**src/rtl/render_pkg.sv**
```systemverilog
`default_nettype none
// ---------------------------------------------------------------
// render_pkg : shared widths, defaults and arbiter state type
// Rev 1.0
// ---------------------------------------------------------------
package render_pkg;

   localparam int FB_ADDR_W          = 17;
   localparam int PIXEL_W            = 12;
   localparam int Z_W                = 8;
   localparam int NUM_PIXELS_DEFAULT = 76800;

   typedef enum logic [1:0] {
      ST_IDLE  = 2'd0,
      ST_DRAIN = 2'd1,
      ST_CLEAR = 2'd2,
      ST_DONE  = 2'd3
   } arb_state_t;

endpackage
`default_nettype wire

```
**src/rtl/wrap_counter.sv**
```systemverilog
`default_nettype none
// ---------------------------------------------------------------
// wrap_counter : loadable up/down counter that holds at a terminal value
// Rev 1.0
// ---------------------------------------------------------------
module wrap_counter
   import render_pkg::*;
#(
   parameter int WIDTH = FB_ADDR_W
) (
   input  logic             i_clk,
   input  logic             i_rst,
   input  logic             i_load,
   input  logic [WIDTH-1:0] i_load_val,
   input  logic             i_en,
   input  logic             i_down,
   input  logic [WIDTH-1:0] i_term_val,
   output logic [WIDTH-1:0] o_count,
   output logic [WIDTH-1:0] o_count_next,
   output logic             o_term
);

   logic [WIDTH-1:0] count_q;
   logic [WIDTH-1:0] count_d;

   always_comb begin
      count_d = count_q;
      if (i_load) begin
         count_d = i_load_val;
      end else if (i_en && (count_q != i_term_val)) begin
         count_d = i_down ? (count_q - WIDTH'(1)) : (count_q + WIDTH'(1));
      end
   end

   always_ff @(posedge i_clk or posedge i_rst) begin
      if (i_rst) begin
         count_q <= '0;
      end else begin
         count_q <= count_d;
      end
   end

   assign o_count      = count_q;
   assign o_count_next = count_d;
   assign o_term       = (count_q == i_term_val);

endmodule
`default_nettype wire

```
**src/rtl/render_write_arbiter.sv**
```systemverilog
`default_nettype none
// ---------------------------------------------------------------
// render_write_arbiter : muxes fragment writes with a full-frame fb/zb clear
// Rev 1.0
// ---------------------------------------------------------------
module render_write_arbiter
   import render_pkg::*;
#(
   parameter int             NUM_PIXELS   = NUM_PIXELS_DEFAULT,
   parameter int             DRAIN_CYCLES = 4,
   parameter logic [Z_W-1:0] ZB_CLEAR_VAL = 8'hFF
) (
   input  logic                 i_clk,
   input  logic                 i_rst,
   input  logic                 i_clear_start,
   input  logic [PIXEL_W-1:0]   i_clear_color,
   input  logic [FB_ADDR_W-1:0] i_frag_fb_addr,
   input  logic                 i_frag_fb_we,
   input  logic [PIXEL_W-1:0]   i_frag_fb_pixel,
   input  logic [FB_ADDR_W-1:0] i_frag_zb_addr,
   input  logic                 i_frag_zb_we,
   input  logic [Z_W-1:0]       i_frag_zb_val,
   output logic [FB_ADDR_W-1:0] o_fb_addr,
   output logic                 o_fb_we,
   output logic [PIXEL_W-1:0]   o_fb_pixel,
   output logic [FB_ADDR_W-1:0] o_zb_addr,
   output logic                 o_zb_we,
   output logic [Z_W-1:0]       o_zb_val,
   output logic                 o_raster_stall,
   output logic                 o_busy,
   output logic                 o_clear_done,
   output logic                 o_frag_drop
);

   localparam logic [FB_ADDR_W-1:0] LAST_ADDR  = FB_ADDR_W'(NUM_PIXELS - 1);
   localparam logic [FB_ADDR_W-1:0] DRAIN_LOAD = FB_ADDR_W'(DRAIN_CYCLES);
   localparam logic [FB_ADDR_W-1:0] DRAIN_TERM = FB_ADDR_W'(1);

   arb_state_t state_q, state_d;
   logic [PIXEL_W-1:0] color_q, color_d;

   logic                 cnt_load;
   logic [FB_ADDR_W-1:0] cnt_load_val;
   logic                 cnt_en;
   logic                 cnt_down;
   logic [FB_ADDR_W-1:0] cnt_term_val;
   logic [FB_ADDR_W-1:0] cnt_value;
   logic [FB_ADDR_W-1:0] cnt_next;
   logic                 cnt_term;

   logic [FB_ADDR_W-1:0] fb_addr_q, fb_addr_d;
   logic                 fb_we_q, fb_we_d;
   logic [PIXEL_W-1:0]   fb_pixel_q, fb_pixel_d;
   logic [FB_ADDR_W-1:0] zb_addr_q, zb_addr_d;
   logic                 zb_we_q, zb_we_d;
   logic [Z_W-1:0]       zb_val_q, zb_val_d;
   logic                 stall_q, stall_d;
   logic                 busy_q, busy_d;
   logic                 done_q, done_d;
   logic                 drop_q, drop_d;

   logic clear_slot;
   logic frag_blocked;

   // One counter serves both phases: counts down through the drain, then up over pixels.
   wrap_counter #(
      .WIDTH (FB_ADDR_W)
   ) u_counter (
      .i_clk        (i_clk),
      .i_rst        (i_rst),
      .i_load       (cnt_load),
      .i_load_val   (cnt_load_val),
      .i_en         (cnt_en),
      .i_down       (cnt_down),
      .i_term_val   (cnt_term_val),
      .o_count      (cnt_value),
      .o_count_next (cnt_next),
      .o_term       (cnt_term)
   );

   always_comb begin
      state_d      = state_q;
      color_d      = color_q;
      cnt_load     = 1'b0;
      cnt_load_val = '0;
      cnt_en       = 1'b0;
      cnt_down     = 1'b0;
      cnt_term_val = LAST_ADDR;
      case (state_q)
         ST_IDLE: begin
            if (i_clear_start) begin
               state_d      = ST_DRAIN;
               color_d      = i_clear_color;
               cnt_load     = 1'b1;
               cnt_load_val = DRAIN_LOAD;
            end
         end
         ST_DRAIN: begin
            cnt_term_val = DRAIN_TERM;
            cnt_down     = 1'b1;
            if (cnt_term) begin
               state_d      = ST_CLEAR;
               cnt_load     = 1'b1;
               cnt_load_val = '0;
            end else begin
               cnt_en = 1'b1;
            end
         end
         ST_CLEAR: begin
            if (cnt_term) begin
               state_d = ST_DONE;
            end else begin
               cnt_en = 1'b1;
            end
         end
         ST_DONE: begin
            state_d      = ST_IDLE;
            cnt_load     = 1'b1;
            cnt_load_val = '0;
         end
         default: begin
            state_d = ST_IDLE;
         end
      endcase
   end

   // Output registers follow the state being entered, so the port view lines up with
   // the state: the first clear write lands in the first CLEAR cycle.
   always_comb begin
      clear_slot   = (state_d == ST_CLEAR);
      frag_blocked = clear_slot || (state_q == ST_CLEAR);

      fb_we_d    = 1'b0;
      fb_addr_d  = i_frag_fb_addr;
      fb_pixel_d = i_frag_fb_pixel;
      zb_we_d    = 1'b0;
      zb_addr_d  = i_frag_zb_addr;
      zb_val_d   = i_frag_zb_val;

      if (clear_slot) begin
         fb_we_d    = 1'b1;
         fb_addr_d  = cnt_next;
         fb_pixel_d = color_q;
         zb_we_d    = 1'b1;
         zb_addr_d  = cnt_next;
         zb_val_d   = ZB_CLEAR_VAL;
      end else if (!frag_blocked) begin
         fb_we_d = i_frag_fb_we;
         zb_we_d = i_frag_zb_we;
      end

      stall_d = (state_d != ST_IDLE);
      busy_d  = (state_d != ST_IDLE);
      done_d  = (state_d == ST_DONE);
      drop_d  = drop_q || (frag_blocked && (i_frag_fb_we || i_frag_zb_we));
   end

   always_ff @(posedge i_clk or posedge i_rst) begin
      if (i_rst) begin
         state_q    <= ST_IDLE;
         color_q    <= '0;
         fb_addr_q  <= '0;
         fb_we_q    <= 1'b0;
         fb_pixel_q <= '0;
         zb_addr_q  <= '0;
         zb_we_q    <= 1'b0;
         zb_val_q   <= '0;
         stall_q    <= 1'b0;
         busy_q     <= 1'b0;
         done_q     <= 1'b0;
         drop_q     <= 1'b0;
      end else begin
         state_q    <= state_d;
         color_q    <= color_d;
         fb_addr_q  <= fb_addr_d;
         fb_we_q    <= fb_we_d;
         fb_pixel_q <= fb_pixel_d;
         zb_addr_q  <= zb_addr_d;
         zb_we_q    <= zb_we_d;
         zb_val_q   <= zb_val_d;
         stall_q    <= stall_d;
         busy_q     <= busy_d;
         done_q     <= done_d;
         drop_q     <= drop_d;
      end
   end

   assign o_fb_addr      = fb_addr_q;
   assign o_fb_we        = fb_we_q;
   assign o_fb_pixel     = fb_pixel_q;
   assign o_zb_addr      = zb_addr_q;
   assign o_zb_we        = zb_we_q;
   assign o_zb_val       = zb_val_q;
   assign o_raster_stall = stall_q;
   assign o_busy         = busy_q;
   assign o_clear_done   = done_q;
   assign o_frag_drop    = drop_q;

endmodule
`default_nettype wire
```
**config.mk**
```make
export PLATFORM = sky130hd
export DESIGN_NAME = render_write_arbiter
export DESIGN_NICKNAME = d
export VERILOG_FILES = /design/src/rtl/render_pkg.sv /design/src/rtl/wrap_counter.sv /design/src/rtl/render_write_arbiter.sv
export SDC_FILE = /design/constraint.sdc
export NUM_CORES = 1
export LEC_CHECK = 0
export BUFFER_PORTS_ARGS = -buffer_cell sky130_fd_sc_hd__buf_2
export CAP_MARGIN = 10
export CORE_MARGIN = 1
export CORE_UTILIZATION = 50
export CTS_CLUSTER_SIZE = 25
export DETAILED_ROUTE_END_ITERATION = 16
export HOLD_SLACK_MARGIN = 0.1
export PLACE_DENSITY_LB_ADDON = 0.25
export SYNTH_ARGS = -nofsm -noshare
export SYNTH_HDL_FRONTEND = slang
export SYNTH_HIERARCHICAL = 1
export SYNTH_SLANG_ARGS = --single-unit
```
**constraint.sdc**
```tcl
create_clock -name i_clk -period 4.85 [get_ports i_clk]
set_input_delay 0.97 -clock i_clk [delete_from_list [all_inputs] [get_ports i_clk]]
set_output_delay 0.97 -clock i_clk [all_outputs]
set_load 0.05 [all_outputs]
```
# Yosys cells after proc, flatten, opt, wreduce, memory -nomap -nowiden
# Cells that the tools add are included.
# totals
regBits,90
in_bits,71
out_inout_bits,60
wordCells,54
# op_classes
n_addsub,2
eq_ne,7
mux,24
reduce_logical,9
# op_table
cell,count
$mux W17,6
$add A17 B1 Y17 const B,1
$eq A17 B17 Y1,1
$ne A17 B17 Y1,1
$sub A17 B1 Y17 const B,1
$mux W12,1
$mux W1,9
$eq A2 B2 Y1 const B,4
$mux W8,1
$pmux W2 S4,1
$mux W2,3
$mux W3,2
$logic_or A1 B1 Y1,3
$pmux W1 S3,1
$eq A2 B1 Y1 const B,1
$logic_and A1 B1 Y1,2
$logic_not A2 Y1,1
$reduce_and A2 Y1,1
$reduce_bool A2 Y1,1
$reduce_or A2 Y1,1

# Longest topological paths before layout
# Gate-level depths: netlist of run 1.
# logic_depth
ltp_word,9
mapped_depth,15
ltp_nobuf,13

# Modules after synthesis
# The synthesis of run 1 kept the hierarchy.
# by_module_without_submodules
mod,n_inst,cells_per_inst,area_per_inst_um2
render_write_arbiter,1,182,2881.5
wrap_counter,1,222,1833.0

# Least setup slack after synthesis of run 1
# Ideal clock, no wire load.
# synth_timing
path_kind,reg-to-reg
start,register state_q[1]
end,"register fb_addr_q[4], in the netlist o_fb_addr[4]"
setup_ns,0.125
t_arrival_ns,3.732
t_required_ns,4.725
path_slack_ns,0.993
path_stages_with_launch,15
n_path_buf,1
synth_period_minus_slack_ns,3.857
cell_sequence,dfrtp_1 -> inv_1 -> ha_1 -> inv_1 -> xnor2_1 -> nand4_1 -> nor4_1 -> and2_1 -> a21oi_1 -> a21oi_1 -> inv_1 -> clkbuf_1 -> nand3_1 -> o311ai_0 -> mux2_4
# synth_lines
element,line,source
from (decl),render_write_arbiter.sv:39,"arb_state_t state_q, state_d;"
from (signal assigned),render_write_arbiter.sv:173,state_q <= state_d;
$eq A2 B1 Y1,render_write_arbiter.sv:89,case (state_q)
$mux W1,render_write_arbiter.sv:89,
named net cnt_down,render_write_arbiter.sv:45,logic cnt_down;
$mux W17,wrap_counter.sv:31,count_d = i_down ? (count_q - WIDTH'(1)) : (count_q + WIDTH'(1));
$mux W17,wrap_counter.sv:30,end else if (i_en && (count_q != i_term_val)) begin
$mux W17,wrap_counter.sv:28,if (i_load) begin
named net cnt_next[4],render_write_arbiter.sv:48,logic [FB_ADDR_W-1:0] cnt_next;
$mux W17,render_write_arbiter.sv:140,if (clear_slot) begin
named net fb_addr_d[4],render_write_arbiter.sv:51,"logic [FB_ADDR_W-1:0] fb_addr_q, fb_addr_d;"
to (signal assigned),render_write_arbiter.sv:175,fb_addr_q <= fb_addr_d;
to (decl),render_write_arbiter.sv:51,
# The timed path passes the listed nets, and every way through them passes these cells.
# A chain may end at the register's enable or synchronous reset.

# Worst setup path after layout of run 1
# layout_timing
start,register state_q[1]
end,"register zb_addr_q[12], in the netlist o_zb_addr[12]"
# layout_lines
element,line,source
$eq A2 B1 Y1,render_write_arbiter.sv:89,
$mux W1,render_write_arbiter.sv:89,
named net cnt_down,render_write_arbiter.sv:45,
$mux W17,wrap_counter.sv:31,
$mux W17,wrap_counter.sv:30,
$mux W17,wrap_counter.sv:28,
$mux W17,render_write_arbiter.sv:140,
named net zb_addr_d[12],render_write_arbiter.sv:54,"logic [FB_ADDR_W-1:0] zb_addr_q, zb_addr_d;"
to (signal assigned),render_write_arbiter.sv:178,zb_addr_q <= zb_addr_d;
to (decl),render_write_arbiter.sv:54,
# The timed path passes the listed nets, and every way through them passes these cells.

==> summary.txt, run 1 <==
Setup path
  • Worst path cell trace: inv_1 -> ha_1 -> inv_1 -> xnor2_1 -> nand4_1 -> nor4_1 -> and2_1 -> mux2_4 -> o32ai_2 -> nand2_2 -> buf_4 -> mux2_2
  • Startpoint Class: flip-flop
  • WS Path Type: reg -> reg
  • Register-to-Register Path Depth: 12
  • CP Capture Type: flip-flop
  • Worst EP arrival: 4.17 ns
  • Crit-path max FO: 40
  • R2R Path End: o_zb_addr[12]
  • RR Startpoint: state_q[1]
  • FF-to-FF setup slack: 0.91 ns
  • Critical Path Start: state_q[1]
  • Crit-path slowest cell: buf_4
  • Crit path top cell by count: inv_1
  • Crit path capture: o_zb_addr[12]
  • CP peak stage delay: around 0.54 ns
  • Req. time, crit path: 5.08 ns

Pwr
  • Lkg Pwr: 2.84 nW
  • PwrDens: 634 nW/µm²
  • VDD IR-drop max: 0.287 mV

Die
  • Die Width: around 99 µm
  • # IOs: 131
  • Total core area: 9200 µm²
  • # rows: 35
  • Die area: 9820 µm²
  • Starting Density: 51.3%
  • Die Ht: 99.1 µm

Clock network
  • Post-CTS sizing: 0
  • H-tree lvl count: 3
  • CTS sink count: 90
  • Clock Latency Late Sink: 0.35 ns
  • CTS Hold Bufs: 0
  • Setup bufs post-CTS: 0
  • CTS tree: built
  • Clock Tree Buf Depth: 2
  • TritonCTS Buffers: 9
  • Clock slew at reported path FFs: 0.09 ns
  • Root Buffer: clkbuf_8

Min path
  • Hold Crit Start: color_q[8]
  • Worst Hold Class: reg -> reg

Global route
  • Largest net degree at the start of global routing: between 40 and 50
  • Vias in the first global route: roughly 3,500
  • Total track usage: 21.6%
  • Gr ovfl total: 0
  • Initial antenna violation count: 0
  • First-pass GRT wire length: between 15,000 and 20,000 µm

Placement
  • Gpl congestion: 0.922
  • Hpwl dp: approximately 7600 µm
  • Post-Place Cell Area: 5510 µm²
  • Port bufs: 130

Route
  • Routed vias/inst: about 5.3
  • DR WL/cell: 15.3 µm
  • DRC: 0
  • Routed vias: 3,526
  • DR iter-0 viols: ~120
  • First drt pass iteration count: 4
  • Antenna-violating nets left: 0
  • Final WL: a little over 10,000 µm

Synth
  • Cell count after synthesis: 404
  • Post-synth EDFFs: 0
  • Top FF cell, synth: dfrtp_1
  • Seq/Total Area, Yosys: a little under half
  • Cell area after synthesis: between 4000 and 5000 µm²
  • Syn_area_per_cell: 11.7 µm²
  • Synth Warn #: 6
  • Post-synth ARST share: 100%
  • Register bit total from synthesis: 90
  • Synth unique cells: 60

Finish
  • Final Cell Area: approximately 5700 µm²
  • Ant. Diodes: 0
  • Area growth syn-to-layout: 21.9%
  • Most common cell after layout, fill and taps aside: buf_2
  • Core Util, Final: 62.5%
  • Share of layout cells above drive strength 1: 38.6%
  • Nets: 644
  • Commonest non-fill, non-tap cells in the layout: 130 x buf_2, 90 x dfrtp_1, 33 x mux2_2

Timing
  • Final number of setup-violating endpoints: 0
  • Fin. Hold Viols: 0
  • Relative slew slack: around 48%
  • Setup Skew: 0.0108 ns
  • Max-slew violations: 0
  • Worst Tran Pin Value: 0.781 ns
  • TNS Setup: 0 ns
  • Final Cycle Share: 81.2%
  • RSZ-0062 raised after global routing: false
  • Min Tclk post-route: 3.94 ns
  • Max Fclk: about 0.25 GHz

Run status
  • Status: finished clean

Flow run
  • Max-cap violations: 0
## synthesized netlist by cell type, drive strengths merged, types with 4 or more instances
master | instances | area (µm²)
a211oi | 6 | 45.0
a21o | 5 | 37.5
a21oi | 18 | 93.8
buf | 12 | 80.1
clkbuf | 5 | 20.0
dfrtp | 90 | 2250
ha | 20 | 250
inv | 15 | 56.3
mux2 | 59 | 739
mux2i | 6 | 60.1
nand2 | 26 | 100
nand2b | 9 | 56.3
nand3 | 9 | 45.0
nand4 | 4 | 25.0
nor2 | 16 | 60.1
nor2b | 4 | 25.0
nor3 | 5 | 25.0
o211ai | 5 | 47.5
o21ai | 21 | 105
xnor2 | 18 | 158
xor2 | 8 | 70.1
## critical path, delay by kind of cell, from the launching register on
| kind | cells | cell delay, ns |
|---|---|---|
| fa+ha+maj | 1 | 0.21 |
| flops | 1 | 0.42 |
| compound gates | 1 | 0.10 |
| simple gates | 4 | 1.23 |
| mux | 2 | 0.58 |
| xor+xnor | 1 | 0.19 |
| buf+inv | 3 | 1.04 |
## registers in the layout, indices dropped and copies added (netlist names), 2 cells and up
| name | flops |
|---|---|
| o_zb_addr | 17 |
| u_counter/o_count | 17 |
| color_q | 12 |
| state_q | 2 |
| o_zb_val | 8 |
| o_fb_addr | 17 |
| o_fb_pixel | 12 |
## kinds of logic after synthesis
family	count (synthesis)	share of synthesized area (%)
multiplexers	65	17.0
XOR/XNOR	26	4.83
adder cells (fa/ha/maj)	21	5.73
buffers and inverters	32	3.32
flip-flops	90	47.8
AO/OA/AOI/OAI	80	11.7
AND/OR/NAND/NOR	88	9.55
other	2	0.159
## where the power goes
| part | total, W | leakage [nW] | internal [W] | switching (W) |
|---|---|---|---|---|
| clock network | 0.000577 | 0.115 | 0.000311 | 0.000266 |
| logic | 0.00202 | 1.66 | 0.000818 | 0.00120 |
| registers | 0.00104 | 1.06 | 0.000913 | 0.000130 |
## per-layer routing
layer	vias to the layer above	global-route usage (%)	part of all wire (%)
li1	1713	-	-
met1	1681	26.8	42
met2	118	36.8	51
met3	14	4.99	5.4
met4	0	8.14	1.8
met5	-	0	0
## how the worst min path moves through the flow
| stage | endpoint | slack, ns | cells after the start |
|---|---|---|---|
| 6_report | o_fb_pixel[8] | 0.51 | 1 |
| 3_5_place_dp | o_fb_pixel[8] | 0.49 | 1 |
| 3_3_place_gp | o_fb_pixel[11] | 0.46 | 1 |
| 5_1_grt | color_q[1] | 0.53 | 1 |
| 4_1_cts | o_fb_pixel[8] | 0.51 | 1 |
| 2_1_floorplan | o_fb_pixel[11] | 0.45 | 1 |
## area by class of cell
cell class	instances	area, µm²
clock buffer	10	138
clock inverter	6	96.3
fill	736	3450
inverter	15	56.3
multi-input combinational	301	2380
sequential	90	2250
tap	111	139
timing repair buffer	135	688
## per-stage QoR
step | cells | setup slack [ns] | hold WS [ns] | total power (W)
floorplan | 423 | 0.993 | 0.452 | 0.00260
global placement | 652 | 1.12 | 0.460 | 0.00299
detailed placement | 652 | 0.948 | 0.491 | 0.00305
CTS | 668 | 0.927 | 0.512 | 0.00365
global route | 668 | 0.631 | 0.526 | 0.00393
finish | 668 | 0.913 | 0.508 | 0.00364
Note: power is estimated with default switching activity, not from simulation.
==> inputs of run 2 (changes only) <==
--- a/config.mk
+++ b/config.mk
@@ -8,7 +8,7 @@
 export BUFFER_PORTS_ARGS = -buffer_cell sky130_fd_sc_hd__buf_2
 export CAP_MARGIN = 10
 export CORE_MARGIN = 1
-export CORE_UTILIZATION = 50
+export CORE_UTILIZATION = 48
 export CTS_CLUSTER_SIZE = 25
 export DETAILED_ROUTE_END_ITERATION = 16
 export HOLD_SLACK_MARGIN = 0.1
==> constraint.sdc (replaced) <==
create_clock -name i_clk -period 3.26 [get_ports i_clk]
set_input_delay 0.652 -clock i_clk [delete_from_list [all_inputs] [get_ports i_clk]]
set_output_delay 0.652 -clock i_clk [all_outputs]
set_load 0.05 [all_outputs]
==> run 2 against run 1 <==
  * Core utilization up 0.45 points
  * Critical endpoint is now o_fb_addr[13]
  * Largest cell class unchanged
  * Hold slack lost 0.22 ns
  * Sequential share of layout area is 1.0 points lower
  * Highest routed layer unchanged
==> summary.txt, run 2 (synthesized netlist as in run 1, its figures left out) <==
Finish
  • Share of layout cells above drive strength 1: 41.0%
  • Reg area: 2250 µm²
  • Most common cell after layout, fill and taps aside: buf_2
  • Area occupied by multi-input gates: roughly 2400 µm²
  • Layout fillers: 771
  • Nets: 653
  • Ant. Diodes: 0
  • Commonest non-fill, non-tap cells in the layout: 130 x buf_2, 90 x dfrtp_1, 33 x mux2_2
  • Area growth syn-to-layout: 25.1%

Global route
  • Vias in the first global route: 3,545
  • Initial antenna violation count: 0
  • First-pass GRT wire length: 16,800 µm
  • Total track usage: about a fifth
  • Largest net degree at the start of global routing: between 50 and 60
  • Gr ovfl total: 0

Route
  • DR iter-0 viols: 162
  • DR WL/cell: 15.2 µm
  • Final WL: 10,600 µm
  • DRC: 0
  • Routed wl met3: ~590 µm
  • Routed vias/inst: 5.17
  • Routed vias: 3,590
  • Met1 Wirelength: 4480 µm
  • First drt pass iteration count: 4
  • Antenna-violating nets left: 0
  • Met2 wire len: 5360 µm
  • Top layer in use: met4

Timing
  • Setup Skew: 0.0119 ns
  • Min Tclk post-route: 3.21 ns
  • Fin. Hold Viols: 0
  • Max Fclk: 0.311 GHz
  • Final number of setup-violating endpoints: 0
  • Worst Tran Pin Value: 0.708 ns
  • TNS Setup: 0 ns
  • Final setup margin: 0.0468 ns
  • RSZ-0062 raised after global routing: true
  • Max-slew violations: 0
  • Final Cycle Share: 98.6%
  • Relative slew slack: 52.7%

Pwr
  • Combinational Power Share: 57.0%
  • Lkg Pwr: 2.90 nW
  • Sw frac: 45.1%
  • Tot Pwr: 0.00551 W
  • PwrDens: 935 nW/µm²
  • Int Power: between 0.003 and 0.004 W
  • Clock power share: 14.7%
  • VDD IR-drop max: 0.443 mV
  • Sequential fraction of design power: between 20% and 30%
  • Psw: 0.00249 W

Setup path
  • Worst path cell trace: inv_1 -> ha_4 -> buf_4 -> ha_1 -> a21oi_2 -> o21ai_1 -> a221o_1 -> or4_4 -> o211ai_2 -> o221ai_2 -> mux2_4
  • Crit-path leading delay family: compound AO/OA/AOI/OAI gates
  • Crit-path slowest cell: or4_4
  • CP bufs+invs: 2
  • WS Path Type: reg -> reg
  • Startpoint Class: flip-flop
  • Worst EP arrival: 3.46 ns
  • CP Capture Type: flip-flop
  • CP peak stage delay: 0.55 ns
  • Crit-path max FO: 21
  • Req. time, crit path: 3.51 ns

Die
  • Starting Density: about half
  • # IOs: about 130
  • Total core area: between 9000 and 10,000 µm²
  • Die Ht: about 100 µm
  • Die Width: 101 µm
  • # rows: 35
  • Die area: 10,200 µm²

Clock network
  • CTS Hold Bufs: 0
  • Root Buffer: clkbuf_8
  • Setup bufs post-CTS: 0
  • TritonCTS Buffers: 9
  • H-tree lvl count: 3
  • CTS sink count: 90
  • Clock slew at reported path FFs: 0.10 ns
  • Clock Tree Buf Depth: 2
  • CTS tree: built
  • Clock Latency Late Sink: 0.35 ns

Flow run
  • Max-cap violations: 0

Placement
  • Hpwl dp: 8080 µm
  • Port bufs: 130
  • DP Worst Slack: -0.134 ns
  • Gpl congestion: roughly 0.85

Min path
  • Worst Hold Class: in -> async

Run status
  • Status: finished clean
==> run 2: cell count changes in the layout (fill, tap and decap cells not counted), sizes merged <==
| cell | before | now |
|---|---|---|
| buf | 135 | 144 |
| clkinv | 1 | 3 |
| bufinv | 2 | 1 |
| clkbuf | 10 | 9 |
==> run 2: area by class of cell <==
| class | instances | area share [%] |
|---|---|---|
| Multi-Input combinational cell | 301 | 41.0 |
| Sequential cell | 90 | 38.2 |
| Timing Repair Buffer | 144 | 13.3 |
| Tap cell | 129 | 2.74 |
| Clock buffer | 9 | 2.10 |
| Clock inverter | 7 | 1.61 |
| Inverter | 15 | 1.02 |
==> run 2: stage by stage <==
| step | hold WS, ns | utilization [%] | area [µm²] | std cells |
|---|---|---|---|---|
| floorplan | 0.452 | - | 4810 | 423 |
| global placement | 0.462 | 60.4 | 5660 | 679 |
| detailed placement | 0.473 | 60.4 | 5660 | 679 |
| CTS | 0.282 | 62.8 | 5880 | 695 |
| global route | 0.312 | 62.9 | 5900 | 695 |
| finish | 0.284 | 62.9 | 5900 | 695 |
==> run 2: timing repair <==
item                       4_1_cts  5_1_grt
setup endpoints to repair       17       35
hold endpoints to repair         0        0
resized for setup                3        4
==> run 2: final timing paths <==
| check | from | endpoint | slack (ns) | cells past startpoint |
|---|---|---|---|---|
| max in group asynchronous | i_rst | o_zb_addr[4] | 2.35 | 3 |
| min in group i_clk | i_frag_zb_val[7] | o_zb_val[7] | 0.47 | 2 |
| worst min register to register | color_q[11] | o_fb_pixel[11] | 0.49 | 1 |
| worst min-delay path | i_rst | o_zb_addr[8] | 0.28 | 2 |
| worst max-delay path | state_q[1] | o_fb_addr[13] | 0.05 | 11 |
| worst max register to register | state_q[1] | o_fb_addr[13] | 0.05 | 11 |
==> run 2: metal layers <==
layer  up-vias  GRT usage [%]
met5         -              0
met4         0           6.47
met3        12           5.13
met2       119           36.0
met1      1719           26.6
li1       1740              -
==> run 2: power by group through the flow <==
| stage | clock [W] | combinational (W) | sequential (W) |
|---|---|---|---|
| global placement | 0 | 0.00301 | 0.00157 |
| floorplan | 0 | 0.00224 | 0.00166 |
| global route | 0.000873 | 0.00346 | 0.00159 |
| CTS | 0.000837 | 0.00310 | 0.00156 |
| finish | 0.000810 | 0.00315 | 0.00156 |
| detailed placement | 0 | 0.00307 | 0.00158 |
==> inputs of run 3 (changes only) <==
--- a/config.mk
+++ b/config.mk
@@ -8,7 +8,7 @@
 export BUFFER_PORTS_ARGS = -buffer_cell sky130_fd_sc_hd__buf_2
 export CAP_MARGIN = 10
 export CORE_MARGIN = 1
-export CORE_UTILIZATION = 48
+export CORE_UTILIZATION = 30
 export CTS_CLUSTER_SIZE = 25
 export DETAILED_ROUTE_END_ITERATION = 16
 export HOLD_SLACK_MARGIN = 0.1
==> run 3 against run 2 <==
  * Fmax up 1.9%
  * Hold slack got worse by 0.0075 ns
  * Global-route usage decreased by 7.4 points
  * Total power rose by 6.0%
  * Cell count grew 13%
  * Non-clock buffer count rose by 5
  * Combinational power rose by 3%
  * Sequential cell count did not move
  * Clock skew shrank 0.0055 ns
  * Setup slack gained 0.060 ns
  * Routed wire length up 2.2%
  * Critical path type unchanged
  * Critical endpoint is now o_fb_addr[14]
==> summary.txt, run 3 (synthesized netlist as in run 1, its figures left out) <==
Run status
  • Status: finished clean

Setup path
  • Req. time, crit path: 3.48 ns
  • Worst EP arrival: 3.37 ns
  • CP Capture Type: flip-flop
  • Critical Path Start: state_q[1]
  • WS Path Type: reg -> reg
  • CP peak stage delay: 0.43 ns
  • CP Depth: 15
  • Crit-path max FO: 8
  • CP bufs+invs: 5
  • FF-to-FF setup slack: 0.11 ns
  • R2R Path End: o_fb_addr[14]
  • Crit-path slowest cell: dfrtp_2
  • Startpoint Class: flip-flop
  • Register-to-Register Path Depth: 15
  • Crit-path leading delay family: buffers and inverters
  • Worst path cell trace: inv_4 -> ha_4 -> clkinvlp_4 -> buf_12 -> xnor2_2 -> nand4_1 -> nor4_4 -> and2_4 -> a21oi_2 -> a21oi_2 -> clkinvlp_4 -> buf_6 -> a2bb2oi_1 -> o31a_1 -> mux2_4
  • RR Startpoint: state_q[1]

Die
  • Starting Density: a little under a third
  • # IOs: 131
  • # rows: 45
  • Total core area: between 15,000 and 20,000 µm²
  • Die Width: around 130 µm
  • Die area: 16,200 µm²
  • Die Ht: 127 µm

Finish
  • Area occupied by multi-input gates: 2450 µm²
  • Layout fillers: between 1,000 and 1,500
  • Final Cell Area: a little over 6000 µm²
  • Commonest non-fill, non-tap cells in the layout: 130 x buf_2, 88 x dfrtp_1, 33 x mux2_2
  • Area growth syn-to-layout: 31.2%
  • Share of layout cells above drive strength 1: a little over two fifths
  • Most common cell after layout, fill and taps aside: buf_2
  • Reg area: 2250 µm²
  • Non-filler instance count after layout: a little under 800
  • Ant. Diodes: 0
  • Nets: 658

Route
  • Routed vias: 3,569
  • DRC: 0
  • First drt pass iteration count: 4
  • DR WL/cell: roughly 14 µm
  • Routed vias/inst: 4.56
  • DR iter-0 viols: 160
  • Final WL: 10,800 µm
  • Antenna-violating nets left: 0

Pwr
  • Tot Pwr: 0.00585 W
  • PwrDens: 946 nW/µm²
  • VDD IR-drop max: between 0.3 and 0.4 mV
  • Lkg Pwr: 2.97 nW

Clock network
  • Clock Tree Buf Depth: 2
  • Clock Latency Late Sink: between 0.3 and 0.4 ns
  • Clock slew at reported path FFs: around 0.06 ns
  • CTS tree: built
  • TritonCTS Buffers: 9
  • CTS Hold Bufs: 0
  • CTS sink count: 90
  • Root Buffer: clkbuf_16
  • H-tree lvl count: 3

Global route
  • Initial antenna violation count: 0
  • Vias in the first global route: roughly 3,500
  • Gr ovfl total: 0
  • First-pass GRT wire length: 17,500 µm
  • Largest net degree at the start of global routing: 61
  • Total track usage: between 10% and 20%

Min path
  • Worst Hold Class: in -> async

Placement
  • Hpwl dp: about 8200 µm
  • Post-Place Cell Area: 5720 µm²
  • Port bufs: between 100 and 150
  • Gpl congestion: 0.822
  • Inst Count DP: 757

Timing
  • Worst Tran Pin Value: roughly 0.7 ns
  • Final number of setup-violating endpoints: 0
  • Relative slew slack: 53.4%
  • Min Tclk post-route: 3.15 ns
  • Final Cycle Share: 96.7%
  • Max Fclk: between 0.3 and 0.4 GHz
  • Max-slew violations: 0
  • Setup Skew: 0.00641 ns
  • Fin. Hold Viols: 0

Flow run
  • Max-cap violations: 0
==> run 3: changes by cell type in the layout (fill, tap and decap cells not counted), moves of 3 or more <==
cell       delta
buf_4         +4
clkbuf_16    +10
clkbuf_8      -4
xnor2_1       -3
xnor2_2       +3
==> run 3: worst max path at each step <==
| stage | endpoint | slack [ns] |
|---|---|---|
| after detailed placement | o_zb_addr[3] | -0.12 |
| after floorplan | o_fb_addr[4] | 0.003 |
| final | o_fb_addr[14] | 0.11 |
| after CTS | o_zb_addr[3] | 0.006 |
| after global routing | o_fb_addr[14] | -0.04 |
| after global placement | o_zb_addr[4] | 0.05 |
==> run 3: cell type report <==
cell class                      count  area share (%)
Inverter                           15            1.07
Tap cell                          211            4.27
Clock buffer                       14            4.76
Clock inverter                      2           0.263
Sequential cell                    90            36.5
Multi-Input combinational cell    301            39.6
Timing Repair Buffer              149            13.6
==> run 3: per-layer routing <==
layer  GRT usage, %  wire [µm]
met2           21.6       5040
met4           3.43         98
met5              0          0
met3           3.69        562
met1           18.6       5100
==> run 3: report_power, final <==
group	total [W]	switching [W]	internal, W
clock network	0.00104	0.000419	0.000624
registers	0.00157	0.000207	0.00136
logic	0.00324	0.00186	0.00137
==> run 3: through the flow <==
stage                     hold WS [ns]  setup slack (ns)  utilization (%)  TNS, ns
after floorplan                  0.452           0.00265                -        0
after global placement           0.461            0.0504             37.5        0
after detailed placement         0.463            -0.118             37.5    -1.22
after CTS                        0.279           0.00575             39.6        0
after global routing             0.303           -0.0409             40.5   -0.329
final                            0.277             0.107             40.5        0
==> run 3: repair_timing <==
item / CTS / global route
gates resized for setup: 1 / 16
cloned: 0 / 1
setup buffers: 1 / 7
endpoints found under the setup margin: 45 / 60
pin swaps: 0 / 4
